### src/rtl/alu_issue_stage_if.sv
// Handshake and operand/result bus bundle between the issue stage, its
// upstream/downstream neighbours and the shared function-unit buses.
interface alu_issue_stage_if #(
  parameter int WIDTH   = 8,
  parameter int NUM_OPS = 4,
  parameter int OPC_W   = 2
);
  logic                 in_valid;
  logic                 in_ready;
  logic [OPC_W-1:0]     in_opcode;
  logic [WIDTH-1:0]     in_a;
  logic [WIDTH-1:0]     in_b;
  logic [WIDTH-1:0]     operand1;
  logic [WIDTH-1:0]     operand2;
  logic [NUM_OPS-1:0]   select;
  logic [WIDTH-1:0]     unit_result;
  logic                 out_valid;
  logic                 out_ready;
  logic [WIDTH-1:0]     out_result;
  logic                 out_zero;
  logic                 out_err;
  logic                 busy;

  // Issue stage side
  modport slave (
    input  in_valid, in_opcode, in_a, in_b, unit_result, out_ready,
    output in_ready, operand1, operand2, select, out_valid, out_result,
           out_zero, out_err, busy
  );

  // Environment side: upstream source, function units, downstream sink
  modport master (
    output in_valid, in_opcode, in_a, in_b, unit_result, out_ready,
    input  in_ready, operand1, operand2, select, out_valid, out_result,
           out_zero, out_err, busy
  );
endinterface

### src/rtl/alu_issue_stage.sv
// Issue/capture stage in front of the 8-bit function units. Latches one
// operation, drives a one-hot unit select for SETTLE cycles, then captures
// the OR-combined unit result with zero/error flags for downstream.
module alu_issue_stage #(
  parameter int WIDTH   = 8,
  parameter int NUM_OPS = 4,
  parameter int OPC_W   = 2,
  parameter int SETTLE  = 1
) (
  input  logic              clk,
  input  logic              reset,
  alu_issue_stage_if.slave  bus
);

  localparam logic [3:0] CNT_INIT = 4'(SETTLE - 1);

  typedef enum logic [1:0] {IDLE, DRIVE, DONE} state_t;

  state_t               state_reg, state_next;
  logic [3:0]           cnt_reg;
  logic [WIDTH-1:0]     operand1_reg;
  logic [WIDTH-1:0]     operand2_reg;
  logic [WIDTH-1:0]     result_reg;
  logic [NUM_OPS-1:0]   select_reg;
  logic [NUM_OPS-1:0]   sel_dec;
  logic                 op_err_reg;
  logic                 zero_reg;
  logic                 err_reg;
  logic                 accept;
  logic                 capture;

  // Opcode k enables unit k; opcodes with no unit decode to an all-zero select
  generate
    for (genvar gi = 0; gi < NUM_OPS; gi++) begin : g_dec
      assign sel_dec[gi] = (bus.in_opcode == OPC_W'(gi));
    end
  endgenerate

  // Next-state logic and the accept/capture strobes for the datapath
  always_comb begin
    state_next = state_reg;
    accept     = 1'b0;
    capture    = 1'b0;
    case (state_reg)
      IDLE: begin
        if (bus.in_valid) begin
          accept     = 1'b1;
          state_next = DRIVE;
        end
      end
      DRIVE: begin
        if (cnt_reg == 4'd0) begin
          capture    = 1'b1;
          state_next = DONE;
        end
      end
      DONE: begin
        if (bus.out_ready) state_next = IDLE;
      end
      default: state_next = IDLE;
    endcase
  end

  // State register; reset aborts any in-flight operation
  always_ff @(posedge clk) begin
    if (reset) state_reg <= IDLE;
    else       state_reg <= state_next;
  end

  // Operand latch, settle counter and result capture
  always_ff @(posedge clk) begin
    if (reset) begin
      operand1_reg <= '0;
      operand2_reg <= '0;
      select_reg   <= '0;
      cnt_reg      <= 4'd0;
      op_err_reg   <= 1'b0;
      result_reg   <= '0;
      zero_reg     <= 1'b0;
      err_reg      <= 1'b0;
    end else if (accept) begin
      operand1_reg <= bus.in_a;
      operand2_reg <= bus.in_b;
      select_reg   <= sel_dec;
      op_err_reg   <= ~|sel_dec;
      cnt_reg      <= CNT_INIT;
    end else if (capture) begin
      result_reg   <= bus.unit_result;
      zero_reg     <= (bus.unit_result == '0);
      err_reg      <= op_err_reg;
      select_reg   <= '0;
    end else if (state_reg == DRIVE) begin
      cnt_reg      <= cnt_reg - 4'd1;
    end
  end

  // Operands persist after DRIVE; only select gates the units
  assign bus.operand1   = operand1_reg;
  assign bus.operand2   = operand2_reg;
  assign bus.select     = select_reg;
  assign bus.out_result = result_reg;
  assign bus.out_zero   = zero_reg;
  assign bus.out_err    = err_reg;
  assign bus.out_valid  = (state_reg == DONE);
  assign bus.in_ready   = (state_reg == IDLE);
  assign bus.busy       = (state_reg != IDLE);

endmodule

### src/flat_wrapper.sv
// flat-port wrapper written by rule: the top's interface ports become plain ports
module alu_issue_stage_flat 
#(
  parameter int WIDTH   = 8,
  parameter int NUM_OPS = 4,
  parameter int OPC_W   = 2,
  parameter int SETTLE  = 1
)
  (clk, reset, bus_in_valid, bus_in_opcode, bus_in_a, bus_in_b, bus_unit_result, bus_out_ready, bus_in_ready, bus_operand1, bus_operand2, bus_select, bus_out_valid, bus_out_result, bus_out_zero, bus_out_err, bus_busy);
  alu_issue_stage_if #(.WIDTH(WIDTH), .NUM_OPS(NUM_OPS), .OPC_W(OPC_W)) bus_i ();
  input  logic clk;
  input  logic reset;
  input wire logic [$bits(bus_i.in_valid)-1:0] bus_in_valid;
  input wire logic [$bits(bus_i.in_opcode)-1:0] bus_in_opcode;
  input wire logic [$bits(bus_i.in_a)-1:0] bus_in_a;
  input wire logic [$bits(bus_i.in_b)-1:0] bus_in_b;
  input wire logic [$bits(bus_i.unit_result)-1:0] bus_unit_result;
  input wire logic [$bits(bus_i.out_ready)-1:0] bus_out_ready;
  output wire logic [$bits(bus_i.in_ready)-1:0] bus_in_ready;
  output wire logic [$bits(bus_i.operand1)-1:0] bus_operand1;
  output wire logic [$bits(bus_i.operand2)-1:0] bus_operand2;
  output wire logic [$bits(bus_i.select)-1:0] bus_select;
  output wire logic [$bits(bus_i.out_valid)-1:0] bus_out_valid;
  output wire logic [$bits(bus_i.out_result)-1:0] bus_out_result;
  output wire logic [$bits(bus_i.out_zero)-1:0] bus_out_zero;
  output wire logic [$bits(bus_i.out_err)-1:0] bus_out_err;
  output wire logic [$bits(bus_i.busy)-1:0] bus_busy;
  assign bus_i.in_valid = bus_in_valid;
  assign bus_i.in_opcode = bus_in_opcode;
  assign bus_i.in_a = bus_in_a;
  assign bus_i.in_b = bus_in_b;
  assign bus_i.unit_result = bus_unit_result;
  assign bus_i.out_ready = bus_out_ready;
  assign bus_in_ready = bus_i.in_ready;
  assign bus_operand1 = bus_i.operand1;
  assign bus_operand2 = bus_i.operand2;
  assign bus_select = bus_i.select;
  assign bus_out_valid = bus_i.out_valid;
  assign bus_out_result = bus_i.out_result;
  assign bus_out_zero = bus_i.out_zero;
  assign bus_out_err = bus_i.out_err;
  assign bus_busy = bus_i.busy;
  alu_issue_stage #(.WIDTH(WIDTH), .NUM_OPS(NUM_OPS), .OPC_W(OPC_W), .SETTLE(SETTLE)) u_core (.clk(clk), .reset(reset), .bus(bus_i));
endmodule
### config.mk
export PLATFORM = sky130hd
export DESIGN_NAME = alu_issue_stage_flat
export DESIGN_NICKNAME = d
export VERILOG_FILES = /design/src/rtl/alu_issue_stage_if.sv /design/src/rtl/alu_issue_stage.sv /design/src/flat_wrapper.sv
export SDC_FILE = /design/constraint.sdc
export NUM_CORES = 1
export LEC_CHECK = 0
export CORE_MARGIN = 2
export CORE_UTILIZATION = 45
export DETAILED_ROUTE_END_ITERATION = 16
export PLACE_DENSITY = 0.84
export SYNTH_ARGS = -nofsm -noshare
export SYNTH_HDL_FRONTEND = slang
export SYNTH_SLANG_ARGS = --single-unit
### constraint.sdc
create_clock -name clk -period 3 [get_ports clk]
set_clock_uncertainty 0.15 [all_clocks]
set_input_delay 0.3 -clock clk [delete_from_list [all_inputs] [get_ports clk]]
set_output_delay 0.3 -clock clk [all_outputs]
set_load 0.1 [all_outputs]
==> impl.org, run 1 <==
** Drt
- Routed metal-1 wirelength :: 1.43 mm
- The highest layer touched by signal routing is met4.
- Routed vias :: 1371
- Before antenna repair, the detailed router went through 4 iterations.
- The detail route stage leaves a number of antenna-violating nets equal to 0.
- Routed wirelength normalized by instance count :: 11.7 um
- In this run, the number of DRC markers left after iteration 0 of detailed routing was 30.
- After detailed routing, the number of vias per cell comes to just under 5.
- Length of routed met2 wiring :: 1.52 mm
- Number of remaining DRC errors :: 0
- Total wire length :: roughly 3.3 mm
- After detailed routing, the met3 layer carries approximately 270 um of wire.

** Global routing
- Pin count of the biggest net entering global routing :: 23
- First-pass GRT wire length :: 5.28 mm
- Overflow left after global routing :: 0
- Global routing used 19.0% of the available tracks.
- Via count of the first global-routing pass :: 1235
- Antenna violations before repair :: 0

** STA
- Final Cycle Share :: 59.0%
- Setup repair after global routing missed its margin :: no
- Actual transition at the worst max-transition pin :: 0.494 ns
- The clock period could shrink to 1.77 ns.
- Static timing analysis puts the maximum clock frequency at approximately 560 MHz.
- The max-slew violation count is 0.
- Rel. slew slack :: 67.0%
- Setup violations remaining at the end of the flow were counted as 0.
- The final count of hold timing violations was 0.
- Adding up every negative setup slack in the final design gives 0 ns.

** Cells and area
- After routing the design area is 2150 um^2.
- The number of antenna diodes in the final layout is 0.
- At the end of the flow the core is filled with cells to 65.5%.
- The top cell types in the final layout, fill and taps aside, are sky130_fd_sc_hd__buf_4 (37), sky130_fd_sc_hd__dfxtp_1 (37), sky130_fd_sc_hd__nand2_1 (33), sky130_fd_sc_hd__clkdlybuf4s50_1 (29), sky130_fd_sc_hd__a21oi_1 (24).
- Area Overhead vs Synth :: 42.8%
- Fraction of final layout cells with drive strength greater than 1 :: 20.9%
- For this run, the post-layout net count is roughly 270.

** Clock network
- Post-CTS clock slew at the launch and capture registers of the worst setup and hold paths :: 0.10 ns
- The number of gates resized after CTS was 0.
- Clock latency on the worst-skew pair :: about 0.34 ns
- Maximum root-to-sink buffer count :: 2
- The clock tree synthesis step divided the H-tree into 2 levels.
- Post-CTS timing repair inserted 0 buffers for setup.
- Post-CTS Hold Buffers :: 0
- The cell sitting at the root of the clock tree is a sky130_fd_sc_hd__clkbuf_4.
- Buffers inserted during clock tree synthesis total 5.
- CTS saw 37 sinks.
- CTS tree :: done

** Status
- Result of the run :: complete, no violations

** Critical path
- Slack of the worst reg-to-reg path :: 1.36 ns
- The startpoint identified for the worst register-to-register timing path is u_core.state_reg[1]$_SDFFE_PP0P_.
- The worst setup path is captured at an output port.
- Measured in cells, the most critical reg-to-reg path has a length of 3.
- The largest single stage delay on the critical path is 0.47 ns.
- For the worst setup path, the data arrival time is 1.32 ns.
- Critical Path Fanout Max :: 6
- The endpoint identified for the worst register-to-register timing path is u_core.bus.select[0]$_SDFFE_PP0P_.
- Worst setup path class :: reg -> out
- Worst Path Required :: around 2.6 ns
- Among all stages on the critical path, the largest delay is contributed by sky130_fd_sc_hd__dfxtp_1.
- CP Cell Sequence :: nor2b_1 > buf_4
- Critical path startpoint category :: flip-flop

** Synth
- Number of nets in the synthesized netlist :: ~200
- Synthesis inferred 37 register bits.
- Area of the mapped netlist :: approximately 1500 um^2
- Dividing the synthesized area by the synthesized cell count gives 8.76 um^2.
- In the synthesized netlist, the number of instances is 172.
- Synth cell types :: 27
- Seq/Total Area, Yosys :: 49.2%
- Number of warnings reported in the yosys synthesis log :: 0

** Floorplanning
- The total area inside the core boundary comes to about 3300 um^2.
- Number of core rows :: 21
- Starting utilization of the core area :: 45.9%
- The die covers 3830 um^2.
- The die is 61.9 um tall.
- Number of top-level design ports :: 63
- From left edge to right edge, the die measures 61.9 um.

** Placement
- Placed cell area :: 2100 um^2
- During placement, the flow inserted port buffers numbering 62.
- At the end of routability-driven placement, the weighted congestion stood at around 0.81.
- Once detailed placement completed, the half-perimeter wirelength came to 2.44 mm.

** Hold path
- Hold worst-path end :: u_core.op_err_reg$_SDFFE_PP0P_
- The worst hold path begins at u_core.op_err_reg$_SDFFE_PP0P_.
- Counting instances, the worst hold path has a depth of 2.
- The tightest min-delay check is of the reg -> reg type.

** Power and ir drop
- Areal power density over the cells :: 532 nW/um^2
- Maximum vdd drop :: 0.000249 V
- Total design power :: 1150 uW
- Static leakage :: 0.000866 uW

** Run
- Total of max-cap violations :: 0
where the power goes:
part	leakage, uW	switching (uW)	internal [uW]
logic	0.000532	254	98.7
clock network	0.0000314	152	111
registers	0.000302	14.7	515
total	0.000866	421	725
kinds of logic after synthesis:
logic type,synth area share [%]
mux,6.64
fa+ha+maj,0.830
flops,49.2
compound gates,12.5
buf+inv,3.90
simple gates,27.0
per-layer routing:
metal  GRT usage (%)  vias up
li1                -      704
met1            22.7      607
met2            30.2       53
met3            7.04        7
met4            9.12        0
met5               0        -
cells in the mapped netlist:
cell,count,area share [%]
sky130_fd_sc_hd__dfxtp_1,37,49
sky130_fd_sc_hd__nand2_1,33,8.2
sky130_fd_sc_hd__a21oi_1,24,8.0
sky130_fd_sc_hd__nand2b_1,20,8.3
sky130_fd_sc_hd__mux2i_1,10,6.6
sky130_fd_sc_hd__clkbuf_1,7,1.7
sky130_fd_sc_hd__nor2_1,5,1.2
sky130_fd_sc_hd__inv_1,4,1.0
sky130_fd_sc_hd__nand3_1,4,1.3
sky130_fd_sc_hd__nand3b_1,4,2.0
sky130_fd_sc_hd__nor2b_1,3,1.2
sky130_fd_sc_hd__o311ai_0,3,1.7
sky130_fd_sc_hd__buf_2,2,0.66
sky130_fd_sc_hd__nor3_1,2,0.66
sky130_fd_sc_hd__or3b_1,2,1.2
sky130_fd_sc_hd__a21bo_2,1,0.66
sky130_fd_sc_hd__a21o_1,1,0.50
sky130_fd_sc_hd__a311oi_1,1,0.58
sky130_fd_sc_hd__buf_4,1,0.50
sky130_fd_sc_hd__ha_1,1,0.83
sky130_fd_sc_hd__nor3_2,1,0.66
sky130_fd_sc_hd__nor3b_1,1,0.50
sky130_fd_sc_hd__nor4_1,1,0.42
sky130_fd_sc_hd__o21ai_0,1,0.33
sky130_fd_sc_hd__o21ba_2,1,0.66
sky130_fd_sc_hd__or3b_4,1,0.75
sky130_fd_sc_hd__or4_1,1,0.50
area by class of cell:
class                      count  area (um^2)
clock buffer                   7         55.1
fill                         295         1130
inverter                       4         15.0
multi-input combinational    121          714
sequential                    37          741
tap                           46         57.6
timing repair buffer          66          568
worst max-delay path: cells and delay by family (launching register included):
family                 cells  cell delay [ns]
and+or+nand+nor            1             0.20
buffers and inverters      1             0.31
DFF                        1             0.47
how the worst max path moves through the flow:
| stage | depth (start not counted) | to | from |
|---|---|---|---|
| after CTS | 2 | bus_out_valid | u_core.state_reg[1]$_SDFFE_PP0P_ |
| after floorplan | 3 | u_core.state_reg[1]$_SDFFE_PP0P_ | u_core.state_reg[1]$_SDFFE_PP0P_ |
| after global placement | 4 | u_core.bus.select[0]$_SDFFE_PP0P_ | bus_in_valid |
| after detailed placement | 4 | u_core.bus.select[0]$_SDFFE_PP0P_ | bus_in_valid |
| after global routing | 2 | bus_out_valid | u_core.state_reg[1]$_SDFFE_PP0P_ |
| final | 2 | bus_out_valid | u_core.state_reg[1]$_SDFFE_PP0P_ |
stage by stage:
step | instances | hold WS, ns | worst slack [ns]
floorplan | 172 | 0.259 | 0.656
global placement | 274 | 0.266 | 1.02
detailed placement | 274 | 0.282 | 1.01
CTS | 281 | 0.297 | 1.20
global route | 281 | 0.323 | 1.12
finish | 281 | 0.296 | 1.23
No activity file was read; power rests on OpenSTA's default activity.
==> run 2: changes to the inputs <==
CORE_UTILIZATION = 38   (was 45)
PLACE_DENSITY = 0.75   (was 0.84)
clock period = 1.5 ns   (was 3 ns; I/O delays follow)
==> run 2 against run 1 <==
Compared with the run above: the run now ends with setup timing left; highest routed layer unchanged; global-route usage is 0.26 points lower; final cell count increased by 6.4%; worst hold slack worse by 0.040 ns; first-iteration DRC count rose by 6.7%; sequential share of layout area decreased by 7.6 points; core utilization increased by 8.9 points; cell area is 30% higher; total power is 130% higher; combinational power rose to 2.5 times the previous value.
==> impl.org, run 2 (synthesis results as in run 1) <==
** Power and ir drop
- Total design power :: 2640 uW (+130%)
- The share of power burned in the clock network is 25.0% (+2.1 points).
- Flop pwr share :: 41.1% (-5.2 points)
- The total internal power is 1730 uW (+140%).
- Maximum vdd drop :: 0.000811 V (+230%)
- The switching component of the power came to 910 uW (+120%).
- Switching power share of the total :: 34.5% (-2.2 points)
- The logic gate share of total power was 33.9% (+3.1 points).
- Areal power density over the cells :: 946 nW/um^2 (+78%)
- The leakage power figure was 0.00106 uW (+22%).

** Critical path
- Peak per-stage delay on the critical path :: 0.32 ns (-0.15 ns)
- The required arrival time at the worst endpoint is 1.52 ns (-1.03 ns).
- The data arrival at the endpoint of the critical path is 1.54 ns (+0.22 ns).
- The slowest stage of the critical path belongs to the cell sky130_fd_sc_hd__dfxtp_1.
- CP Cell Sequence :: inv_1 > ha_4 > nand3b_1 > buf_4 > o311ai_1 > a21oi_1
- STA classifies the critical path startpoint as a flip-flop.
- The setup path with the least slack is of type reg -> reg.
- Endpoint kind of the worst setup timing path :: flip-flop
- Buffer and inverter count on the worst path :: 2 (+1)
- The kind of cell with the highest combined delay along the critical path is compound AO/OA/AOI/OAI gates.
- The top fanout value on the critical path was 4 (-2).

** Clock network
- Number of CTS-inserted buffers :: 5 (unchanged)
- The count of hold buffers inserted by post-cts repair is 0 (unchanged).
- Number of levels the H-tree was split into :: 2 (unchanged)
- CTS Root Buffer Type :: sky130_fd_sc_hd__clkbuf_8
- Clock latency on the worst-skew pair :: 0.29 ns (-0.05 ns)
- The clock transition at the registers of the reported paths came to 0.07 ns (-0.03 ns).
- TritonCTS built the clock tree.
- The buffer levels on the longest clock path is 2 (unchanged).
- Number of sinks driven by the clock tree :: 37 (unchanged)

** STA
- The max-slew violation count came to 0 (unchanged).
- The least setup slack across all paths after layout is -0.0169 ns (-1.25 ns).
- Final-layout worst hold slack :: 0.255 ns (-0.0400 ns)
- Maximum frequency from static timing analysis :: around 660 MHz
- Tmin final :: 1.52 ns
- Setup repair after global routing missed its margin :: yes
- Of the available clock period, the critical path in the final layout requires 101%.
- Final setup violation count :: 1 (+1)
- The worst max-slew margin expressed relative to the limit came to 78.6% (+12 points).
- The summed negative setup slack over all endpoints was -0.0169 ns (-0.0169 ns).
- The transition time at the pin with the least slew margin was 0.318 ns (-0.176 ns).
- The final count of hold timing violations is 0 (unchanged).

** Global routing
- The number of global-route vias before repair is 1389 (+12%).
- Global Route Usage Sum :: 18.7% (-0.26 points)
- Overflow left after global routing :: 0 (unchanged)
- Pin count of the biggest net entering global routing :: 27 (+17%)
- First-pass GRT wire length :: 6.22 mm (+18%)
- Antenna violations before repair :: 0 (unchanged)

** Floorplanning
- Starting utilization of the core area :: 40.2% (-5.6 points)
- The site row count was 22 (+4.8%).
- The horizontal die dimension is 67.0 um (+8.2%).
- Die H :: 67.0 um (+8.2%)
- The total die area was 4480 um^2 (+17%).
- Floorplan Core Area :: 3740 um^2 (+14%)
- Number of top-level design ports :: 63 (unchanged)

** Drt
- The final routed wirelength across all metal layers came to 3.75 mm (+14%).
- Number of remaining DRC errors :: 0 (unchanged)
- The count of routing violations after the opening detailed-route iteration came to 32 (+6.7%).
- Vias per std cell :: 4.78 (-2.0%)
- The routed via count came to 1429 (+4.2%).
- DRT antenna net count :: 0 (unchanged)
- The per-cell routed wire length is 12.5 um (+7.0%).
- Detailed-routing iteration count for the pre-antenna-repair pass :: 4 (unchanged)

** Cells and area
- Commonest cells after routing, fill and taps aside :: sky130_fd_sc_hd__buf_12 (34), sky130_fd_sc_hd__nand2_1 (33), sky130_fd_sc_hd__dfxtp_1 (31), sky130_fd_sc_hd__clkdlybuf4s50_1 (29), sky130_fd_sc_hd__a21oi_1 (21)
- The count of nets after finishing came to 281 (+5.6%).
- Diodes inserted :: 0 (unchanged)
- The library cell used most frequently in the layout, excluding fill and tap cells, is sky130_fd_sc_hd__buf_12.
- Area Overhead vs Synth :: 85.0%
- Fraction of final layout cells with drive strength greater than 1 :: 32.3% (+11 points)
- The core occupancy in the finished layout came to 74.4% (+8.9 points).

** Placement
- Buffers on Ports :: 62 (unchanged)
- The final RePlAce weighted congestion is 0.808 (-0.52%).
- Estimated wirelength of the detail-placed design :: 2.84 mm (+16%)

** Status
- Failing checks :: setup timing
- The flow ran to the end, but the final reports show violations.

** Hold path
- The min-delay analysis places its worst path in the category in -> reg.

** Run
- Total of max-cap violations :: 0 (unchanged)
run 2: changes by cell type in the layout (fill, tap and decap cells not counted), sizes merged:
| cell | delta |
|---|---|
| buf | +15 |
| clkbuf | +1 |
run 2: timing repair:
| action | CTS | global route |
|---|---|---|
| gates resized for setup | 10 | 8 |
| setup buffers | 1 | 1 |
| endpoints found under the setup margin | 20 | 20 |
| pin swaps | 3 | 6 |
| cloned | 0 | 0 |
run 2: area by class of cell:
type | count | area, um^2
repair buffers | 81 | 1110
fillers | 269 | 957
multi-input cells | 121 | 777
flip-flops and latches | 37 | 748
clock buffers | 8 | 80.1
well taps | 48 | 60.1
inverters | 4 | 15.0
run 2: worst min-delay path, cell delays in order:
cell and delay (ns):
sky130_fd_sc_hd__clkdlybuf4s50_1 0.40, sky130_fd_sc_hd__nand2_1 0.06, sky130_fd_sc_hd__a21oi_1 0.05
run 2: final timing paths:
path | start | end | slack, ns | cells past startpoint
hold / removal | bus_in_b[2] | u_core.bus.operand2[2]$_SDFFE_PP0P_ | 0.26 | 3
setup reg to reg | u_core.cnt_reg[1]$_SDFFE_PP0P_ | u_core.bus.select[2]$_SDFFE_PP0P_ | -0.02 | 6
setup / recovery | u_core.cnt_reg[1]$_SDFFE_PP0P_ | u_core.bus.select[2]$_SDFFE_PP0P_ | -0.02 | 6
hold reg to reg | u_core.op_err_reg$_SDFFE_PP0P_ | u_core.op_err_reg$_SDFFE_PP0P_ | 0.29 | 2
run 2: power groups by stage:
stage,Combinational [uW],Sequential [uW],Clock [uW]
after detailed placement,890,1110,0
after CTS,897,1080,678
after global routing,932,1090,718
after floorplan,195,1410,0
after global placement,884,1100,0
final,892,1080,659
run 2: per-stage QoR:
step / setup slack, ns / cells / area (um^2)
after floorplan: -0.248 / 172 / 1530
after global placement: -0.190 / 289 / 2640
after detailed placement: -0.246 / 289 / 2640
after CTS: -0.0528 / 298 / 2760
after global routing: -0.106 / 299 / 2790
final: -0.0169 / 299 / 2790
run 2: routing by layer:
metal  wire, um  share of wire (%)  track usage, %  up-vias
met5          0                  0               0        -
met4         85                2.3            7.65        0
met3        239                6.4            7.26        8
met2       1950                 52            32.4       35
met1       1480                 39            20.3      650
li1           -                  -               -      736
==> patch, RTL diff (config.mk and constraints of run 2) <==
Reset style: asynchronous (`reset`), changed in 2 clocked blocks.
--- a/src/rtl/alu_issue_stage.sv
+++ b/src/rtl/alu_issue_stage.sv
@@ -62,13 +62,13 @@
   end
 
   // State register; reset aborts any in-flight operation
-  always_ff @(posedge clk) begin
+  always_ff @(posedge clk or posedge reset) begin
     if (reset) state_reg <= IDLE;
     else       state_reg <= state_next;
   end
 
   // Operand latch, settle counter and result capture
-  always_ff @(posedge clk) begin
+  always_ff @(posedge clk or posedge reset) begin
     if (reset) begin
       operand1_reg <= '0;
       operand2_reg <= '0;
Function: differs if reset is asserted again (counterexample within 4 cycles, from zero or initial values and one cycle with reset high); with reset held inactive, the same outputs for 10 cycles.
==> patch against run 2 <==
The flow still finishes with violations (setup timing); routed wire length grew 8.5%; sequential share of layout area grew 4.2 points; synthesized cell count shrank 32%; synthesized area grew 5.1%; sequential cell count is the same; cell area grew 7.0%; worst setup slack lost 0.096 ns; via count shrank 14%.
Power is not shown: default switching activity piles up to over one toggle a cycle in this logic, so the estimate is an artifact.
==> patch: results <==
status:
  status: "complete, but fails checks"
  violations: "setup timing"
layout:
  final-nonclk-buf-share_pct: 39.2
  num-clock-buffers: 7
  drive_above_1_share_pct: 52.0
  regArea_um2: 926
  multi_input_gates: 66
  buffers: 84
  multiInputGateArea_um2: 687
  final_nets: 234
  inv_count: 9
placement:
  pre_cts_slack_ns: -0.328
  place.gp.congestion: 0.641
  dpl.hpwl_mm: 2.97
  placed_cell_area_um2: 2730
critical_path:
  crit_family: "simple AND/OR/NAND/NOR gates"
  reg2reg_depth: 5
  slowest_stage: "dfrtp_1"
  critPathMaxStageDelay_ns: 0.38
drt:
  drt-total-wl_mm: 4.07
  viasPerCell: 4.85
  wl_per_cell_um: 16.0
sta:
  tns_ns: -1.96
  fin_ws_ns: -0.113
  setup_viol: 33
  max_slew_margin_pct: 77.1
yosys:
  synth-main-ff-cell: "dfrtp_1"
  yosys.cell_types.count: 29
  netlist_top_cells_area: "dfrtp_1 58%, mux2_2 11%, mux2_4 8.5%"
global_routing:
  grt_max_degree: 23
  grt_pass1_vias: 1407
hold_path:
  hp-class: "in -> async"
[patch: cell types whose count changed in the layout (fill, tap and decap cells not counted), sizes merged, moves of 4 or more]
| cell | change |
|---|---|
| a21oi | -23 |
| dfrtp | +37 |
| dfxtp | -37 |
| inv | +4 |
| mux2 | +25 |
| mux2i | -7 |
| nand2 | -21 |
| nand2b | -18 |
| nand3b | -4 |
[patch: routing by layer]
| metal | share of wire (%) | track usage, % |
|---|---|---|
| met5 | 0 | 0 |
| met2 | 56 | 34.9 |
| met4 | 1.9 | 7.75 |
| met1 | 36 | 22.0 |
| met3 | 6.5 | 6.01 |
[patch: cell families after synthesis]
kind of cell | count (synthesis) | share of synthesized area [%]
DFF | 37 | 58.5
muxes | 28 | 21.8
and+or+nand+nor | 27 | 8.85
buffers and inverters | 14 | 5.61
AOI/OAI and AO/OA | 10 | 4.43
adders and majority gates | 1 | 0.790
[patch: repair_timing]
item,CTS,global route
pin swaps,4,5
resized for setup,16,5
setup buffers,6,3
endpoints found under the hold margin,0,0
endpoints found under the setup margin,36,38
[patch: final timing paths]
path                                   startpoint                       end  slack (ns)
worst min-delay path                        reset    u_core.bus.operand1[4]        0.07
worst max register to register  u_core.cnt_reg[1]  u_core.bus.out_result[2]       -0.11
worst max-delay path            u_core.cnt_reg[1]  u_core.bus.out_result[2]       -0.11
worst min register to register  u_core.op_err_reg         u_core.op_err_reg        0.37
max in group asynchronous                   reset  u_core.bus.out_result[1]        0.86
min in group clk                    bus_out_ready       u_core.state_reg[1]        0.28
[patch: worst register-to-register path, cell delays in order, from the launching register on]
cell and delay [ns]:
dfrtp_1 0.38, inv_1 0.06, ha_2 0.18, nor2b_4 0.15, and3_4 0.26, mux2_4 0.31
